$ cat config.mk
export PLATFORM = sky130hd
export DESIGN_NAME = pc_sequencer
export DESIGN_NICKNAME = d
export VERILOG_FILES = /design/src/rtl/pc_sequencer_pkg.sv /design/src/rtl/pc_sequencer_opcode_len.sv /design/src/rtl/pc_sequencer.sv
export SDC_FILE = /design/constraint.sdc
export NUM_CORES = 1
export LEC_CHECK = 0
export CAP_MARGIN = 20
export CORE_MARGIN = 5
export CORE_UTILIZATION = 50
export DETAILED_ROUTE_END_ITERATION = 8
export DONT_BUFFER_PORTS = 1
export GPL_ROUTABILITY_DRIVEN = 0
export HOLD_SLACK_MARGIN = 0.15
export PLACE_DENSITY = 0.71
export SLEW_MARGIN = 20
export SYNTH_ARGS = -nofsm -noshare
export SYNTH_HDL_FRONTEND = slang
export SYNTH_SLANG_ARGS = --single-unit
$ cat constraint.sdc
create_clock -name clk -period 4.87 [get_ports clk]
set_input_delay 0.974 -clock clk [delete_from_list [all_inputs] [get_ports clk]]
set_output_delay 0.974 -clock clk [all_outputs]
set_load 0.02 [all_outputs]
$ cat src/rtl/pc_sequencer_pkg.sv
// Shared types and constants for the 6502 fetch sequencer: PC commands,
// address type, sequencer states and the opcodes that redirect the PC.
package pc_sequencer_pkg;

  typedef logic [15:0] addr_t;

  typedef enum logic [1:0] {
    PS_HOLD = 2'd0,
    PS_INC  = 2'd1,
    PS_ABS  = 2'd2
  } ps_t;

  typedef enum logic [2:0] {
    RST_LO = 3'd0,
    RST_HI = 3'd1,
    FETCH  = 3'd2,
    OPER1  = 3'd3,
    OPER2  = 3'd4,
    IND_LO = 3'd5,
    IND_HI = 3'd6
  } seq_state_t;

  localparam logic [7:0] OP_JMP_ABS        = 8'h4C;
  localparam logic [7:0] OP_JMP_IND        = 8'h6C;
  localparam addr_t      RESET_VEC_DEFAULT = 16'hFFFC;

endpackage

$ cat src/rtl/pc_sequencer_opcode_len.sv
// Instruction length (1..3 bytes) for the documented 6502 opcode set;
// undocumented opcodes are treated as single-byte.
module opcode_len (
  input  logic [7:0] opcode,
  output logic [1:0] len
);

  always_comb begin
    len = 2'd1;
    case (opcode)
      8'h0D, 8'h19, 8'h1D, 8'h2D, 8'h39, 8'h3D, 8'h4D, 8'h59,
      8'h5D, 8'h6D, 8'h79, 8'h7D, 8'h8D, 8'h99, 8'h9D, 8'hAD,
      8'hB9, 8'hBD, 8'hCD, 8'hD9, 8'hDD, 8'hED, 8'hF9, 8'hFD,
      8'h0E, 8'h1E, 8'h2E, 8'h3E, 8'h4E, 8'h5E, 8'h6E, 8'h7E,
      8'h8E, 8'hAE, 8'hBE, 8'hCE, 8'hDE, 8'hEE, 8'hFE,
      8'h20, 8'h2C, 8'h4C, 8'h6C, 8'h8C, 8'hAC, 8'hBC, 8'hCC,
      8'hEC:
        len = 2'd3;
      8'h01, 8'h05, 8'h09, 8'h11, 8'h15, 8'h21, 8'h25, 8'h29,
      8'h31, 8'h35, 8'h41, 8'h45, 8'h49, 8'h51, 8'h55, 8'h61,
      8'h65, 8'h69, 8'h71, 8'h75, 8'h81, 8'h85, 8'h91, 8'h95,
      8'hA1, 8'hA5, 8'hA9, 8'hB1, 8'hB5, 8'hC1, 8'hC5, 8'hC9,
      8'hD1, 8'hD5, 8'hE1, 8'hE5, 8'hE9, 8'hF1, 8'hF5,
      8'h06, 8'h16, 8'h26, 8'h36, 8'h46, 8'h56, 8'h66, 8'h76,
      8'h86, 8'h96, 8'hA2, 8'hA6, 8'hB6, 8'hC6, 8'hD6, 8'hE6,
      8'hF6,
      8'h10, 8'h30, 8'h50, 8'h70, 8'h90, 8'hB0, 8'hD0, 8'hF0,
      8'h24, 8'h84, 8'h94, 8'hA0, 8'hA4, 8'hB4, 8'hC0, 8'hC4,
      8'hE0, 8'hE4:
        len = 2'd2;
      default: len = 2'd1;
    endcase
  end

endmodule

$ cat src/rtl/pc_sequencer.sv
// Fetch-side control for the 6502 core: loads the reset vector, walks
// opcode/operand bytes at pc and redirects the PC for JMP abs / JMP ind.
module pc_sequencer
  import pc_sequencer_pkg::*;
#(
  parameter addr_t RESET_VEC = RESET_VEC_DEFAULT
) (
  input  logic        clk,
  input  logic        reset,
  input  addr_t       pc,
  input  logic [7:0]  mem_data,
  input  logic        stall,
  output ps_t         ps,
  output addr_t       pc_abs,
  output addr_t       addr,
  output logic [7:0]  opcode,
  output logic        opcode_valid,
  output logic [15:0] operand,
  output logic        operand_valid
);

  seq_state_t  state, state_next;
  logic [7:0]  lo, hi, tgt_lo;
  logic [7:0]  lo_next, hi_next, tgt_lo_next, opcode_next;
  logic [15:0] operand_next;
  logic        opcode_valid_next, operand_valid_next;
  logic [7:0]  len_opcode;
  logic [1:0]  len;
  ps_t         ps_raw;

  // In FETCH the opcode is still on the bus; afterwards it sits in the register.
  assign len_opcode = (state == FETCH) ? mem_data : opcode;

  opcode_len u_opcode_len (
    .opcode (len_opcode),
    .len    (len)
  );

  // Stall and reset both freeze the PC.
  assign ps = (reset || stall) ? PS_HOLD : ps_raw;

  always_ff @(posedge clk) begin
    if (reset) begin
      state         <= RST_LO;
      lo            <= '0;
      hi            <= '0;
      tgt_lo        <= '0;
      opcode        <= '0;
      operand       <= '0;
      opcode_valid  <= 1'b0;
      operand_valid <= 1'b0;
    end else if (stall) begin
      opcode_valid  <= 1'b0;
      operand_valid <= 1'b0;
    end else begin
      state         <= state_next;
      lo            <= lo_next;
      hi            <= hi_next;
      tgt_lo        <= tgt_lo_next;
      opcode        <= opcode_next;
      operand       <= operand_next;
      opcode_valid  <= opcode_valid_next;
      operand_valid <= operand_valid_next;
    end
  end

  always_comb begin
    state_next         = state;
    ps_raw             = PS_HOLD;
    pc_abs             = '0;
    addr               = pc;
    lo_next            = lo;
    hi_next            = hi;
    tgt_lo_next        = tgt_lo;
    opcode_next        = opcode;
    operand_next       = operand;
    opcode_valid_next  = 1'b0;
    operand_valid_next = 1'b0;
    case (state)
      RST_LO: begin
        addr       = RESET_VEC;
        lo_next    = mem_data;
        state_next = RST_HI;
      end
      RST_HI: begin
        addr       = addr_t'(RESET_VEC + 16'd1);
        ps_raw     = PS_ABS;
        pc_abs     = {mem_data, lo};
        state_next = FETCH;
      end
      FETCH: begin
        opcode_next       = mem_data;
        opcode_valid_next = 1'b1;
        ps_raw            = PS_INC;
        state_next        = (len > 2'd1) ? OPER1 : FETCH;
      end
      OPER1: begin
        lo_next = mem_data;
        ps_raw  = PS_INC;
        if (len == 2'd2) begin
          operand_next       = {8'h00, mem_data};
          operand_valid_next = 1'b1;
          state_next         = FETCH;
        end else begin
          state_next = OPER2;
        end
      end
      OPER2: begin
        hi_next            = mem_data;
        operand_next       = {mem_data, lo};
        operand_valid_next = 1'b1;
        if (opcode == OP_JMP_ABS) begin
          ps_raw     = PS_ABS;
          pc_abs     = {mem_data, lo};
          state_next = FETCH;
        end else if (opcode == OP_JMP_IND) begin
          ps_raw     = PS_HOLD;
          state_next = IND_LO;
        end else begin
          ps_raw     = PS_INC;
          state_next = FETCH;
        end
      end
      IND_LO: begin
        addr        = {hi, lo};
        tgt_lo_next = mem_data;
        state_next  = IND_HI;
      end
      IND_HI: begin
        // NMOS quirk: the pointer increment never carries into the high byte.
        addr       = {hi, 8'(lo + 8'd1)};
        ps_raw     = PS_ABS;
        pc_abs     = {mem_data, tgt_lo};
        state_next = FETCH;
      end
      default: state_next = RST_LO;
    endcase
  end

endmodule

==> results_dict.tcl <==
set metrics [dict create \
    hp-class "reg -> reg" \
    r2r_end "operand[1]$_SDFFE_PP0P_" \
    drive_gt1_frac 0.0741 \
    fmax_mhz 251 \
    pwr-share-clk 0.309 \
    critPathLaunchType "register" \
    clkTransAtPathRegs_ps 100 \
    h-tree-depth 2 \
    status "complete, no violations" \
    grt_overflow 0 \
    synth_edf_count 0 \
    post_cts_resized 0 \
    clk_path_buf_depth 2 \
    grt_pass1_wl_mm 19.1 \
    whs_path_depth 2 \
    grt_antenna_before_repair 0 \
    hpwl_mm 8.48 \
    fp.dieArea_um2 9490 \
    ff2ff_path_depth 12 \
    cp_cell_sequence "inv_1 > or3_1 > or4_1 > nor3_1 > a21oi_1 > nor2_1 > buf_4 > or2_2 > nor2b_1" \
    postSynthAreaPerCell_um2 7.39 \
    start_util 0.521 \
    p_sw_frac 0.320 \
    grt_max_degree 39 \
    synthTopCellsByArea "dfxtp_1 (28%), a21oi_1 (7.1%), nand2_1 (6.6%), nor2_1 (6.6%), mux2i_1 (6.6%)" \
    power_density_nw_per_um2 254 \
    num_rows 31 \
    remaining_drc_errors 0 \
    combPwrFrac 0.216 \
    ys.flop_type "dfxtp_1" \
    viasPerCell 6.62 \
    cp-end-kind "output pin" \
    cts-root-buf "clkbuf_8" \
    p_leak_nw 1.38 \
    firstDrtPassIters 6 \
    postRouteAntennaNets 0 \
    p_switching_w 0.000318 \
    postCtsHoldBufs 0 \
    crit_path_max_fanout 13 \
    ios 87 \
    p_int_w 0.000676 \
    layout_common_cells "nand2_1 (67), nor2_1 (67), a21oi_1 (54), dfxtp_1 (53), mux2i_1 (25)" \
    ys_seq_area_frac 0.278 \
    vdd_drop_max_v 0.000169 \
    rsz0062_at_grt "no" \
    timing.rr.start "state[0]$_SDFFE_PP0N_" \
    drtIter0Drc 303 \
    num_vias 3870 \
    synth_area_leader_cell "dfxtp_1" \
    fin_area_um2 3920 \
    ys_seq_elements 53 \
    reg2reg_slack_ps 1020 \
    post-route-period-util 0.819 \
    synthCells 517 \
    slew_violations 0 \
    dpl_cell_area_um2 3810 \
    synth_nets 547 \
    dieWidth_um 97.4 \
    cts.sinks 53 \
    routed_wl_mm 12.0 \
    drv_cap 0 \
    cp_slowest_stage_delay_ps 700 \
    yosys.area.top_type_share 0.278 \
    skew_ps 5.43 \
    nets 516 \
    setup_violations 0 \
    crit_slowest_cell "dfxtp_1" \
    tightest_slew_ps 771 \
    cts_tree "built" \
    hold_end "hi[3]$_SDFFE_PP0P_" \
    async_flop_share 0 \
    min-delay-start "hi[3]$_SDFFE_PP0P_" \
    coreArea_um2 7330 \
    grt.total_usage 0.241 \
    finalHoldViolCount 0 \
    synth_warnings 0 \
    post-route-min-period_ps 3990 \
    required_ps 3900 \
    numCtsBuffers 5 \
    yosysUniqueCellTypes 64 \
    cp_data_arrival_time_ps 3010 \
    tns_ps 0 \
    p_seq_frac 0.475 \
    startpoint "opcode[2]$_SDFFE_PP0N_" \
    insertion_delay_ps 310 \
    cts_setup_buffers 0 \
    io_buffers 0 \
    area_delta_synth_final_pct 2.55 \
    slew_headroom 0.481 \
    die_y_um 97.4 \
    wl_per_cell_um 20.6 \
    grt_pass1_vias 3617 \
    synthesis.area_um2 3820 \
    num_antenna_cells 0 \
    critical_path_class "reg -> out" \
]
[worst max path at each step]
stage,end,slack [ps]
floorplan,ps[1],1110
CTS,ps[1],880
detailed placement,operand[1]$_SDFFE_PP0P_,960
global placement,operand[7]$_SDFFE_PP0P_,1170
finish,ps[1],880
global route,ps[1],680
[cell families (layout without fill, tap and decap cells)]
| group | count (synthesis) | after routing | share of synthesized area |
|---|---|---|---|
| AOI/OAI and AO/OA | 162 | 162 | 0.304 |
| buffers and inverters | 59 | 28 | 0.0635 |
| muxes | 32 | 32 | 0.0861 |
| and+or+nand+nor | 207 | 207 | 0.257 |
| DFF | 53 | 53 | 0.278 |
| adders and majority gates | 3 | 3 | 0.00983 |
| xor gates and xnor gates | 1 | 1 | 0.00229 |
[area by class of cell]
type	count	area (µm²)
multi-input combinational	405	2520
tap	99	124
fill	681	3410
inverter	13	48.8
clock buffer	5	68.8
sequential	53	1060
timing repair buffer	8	60.1
clock inverter	2	38.8
[power by group through the flow]
| stage | logic (W) | registers (W) | clock network, W |
|---|---|---|---|
| 4_1_cts | 0.000213 | 0.000471 | 0.000309 |
| 2_1_floorplan | 0.000200 | 0.000467 | 0 |
| 3_3_place_gp | 0.000207 | 0.000481 | 0 |
| 3_5_place_dp | 0.000212 | 0.000481 | 0 |
| 5_1_grt | 0.000233 | 0.000474 | 0.000328 |
| 6_report | 0.000215 | 0.000472 | 0.000307 |
[flip-flops by register name, summed over array words and instances (netlist names)]
register / count
hi: 8
opcode_valid: 1
opcode: 8
operand: 16
tgt_lo: 8
operand_valid: 1
state: 3
lo: 8
[per-layer routing]
layer / vias up / global-route usage / part of all wire
met3: 34 / 0.0531 / 0.084
li1: 1812 / - / -
met1: 1811 / 0.302 / 0.41
met4: 0 / 0.103 / 0.034
met5: - / 0 / 0
met2: 213 / 0.399 / 0.47
[Yosys cell counts, types with 5 or more instances]
cell / count
a211oi_1: 13
and2_1: 8
nand3_1: 10
nor2_1: 67
o22ai_1: 12
mux2i_1: 25
nor2b_1: 10
a21oi_1: 54
nand2b_1: 9
clkbuf_1: 41
nor3_1: 6
nand2_1: 67
dfxtp_1: 53
or3_1: 5
mux2_2: 7
o21ai_0: 18
a221o_1: 9
inv_1: 11
a31oi_1: 5
a22o_1: 17
[stage by stage]
stage | instances | setup slack [ps] | total power (W) | utilization | hold slack, ps
floorplan | 517 | 1110 | 0.000667 | - | 437
global placement | 578 | 1170 | 0.000688 | 0.520 | 449
detailed placement | 578 | 961 | 0.000693 | 0.520 | 454
CTS | 585 | 879 | 0.000993 | 0.534 | 467
global route | 585 | 681 | 0.00103 | 0.534 | 494
finish | 585 | 883 | 0.000994 | 0.534 | 462
[worst max-delay path: cells and delay by family, from the launching register on]
kind | cells | cell delay (ps)
compound gates | 1 | 60
flops | 1 | 700
simple gates | 6 | 1660
buf+inv | 2 | 280
No activity file was read; power rests on OpenSTA's default activity.
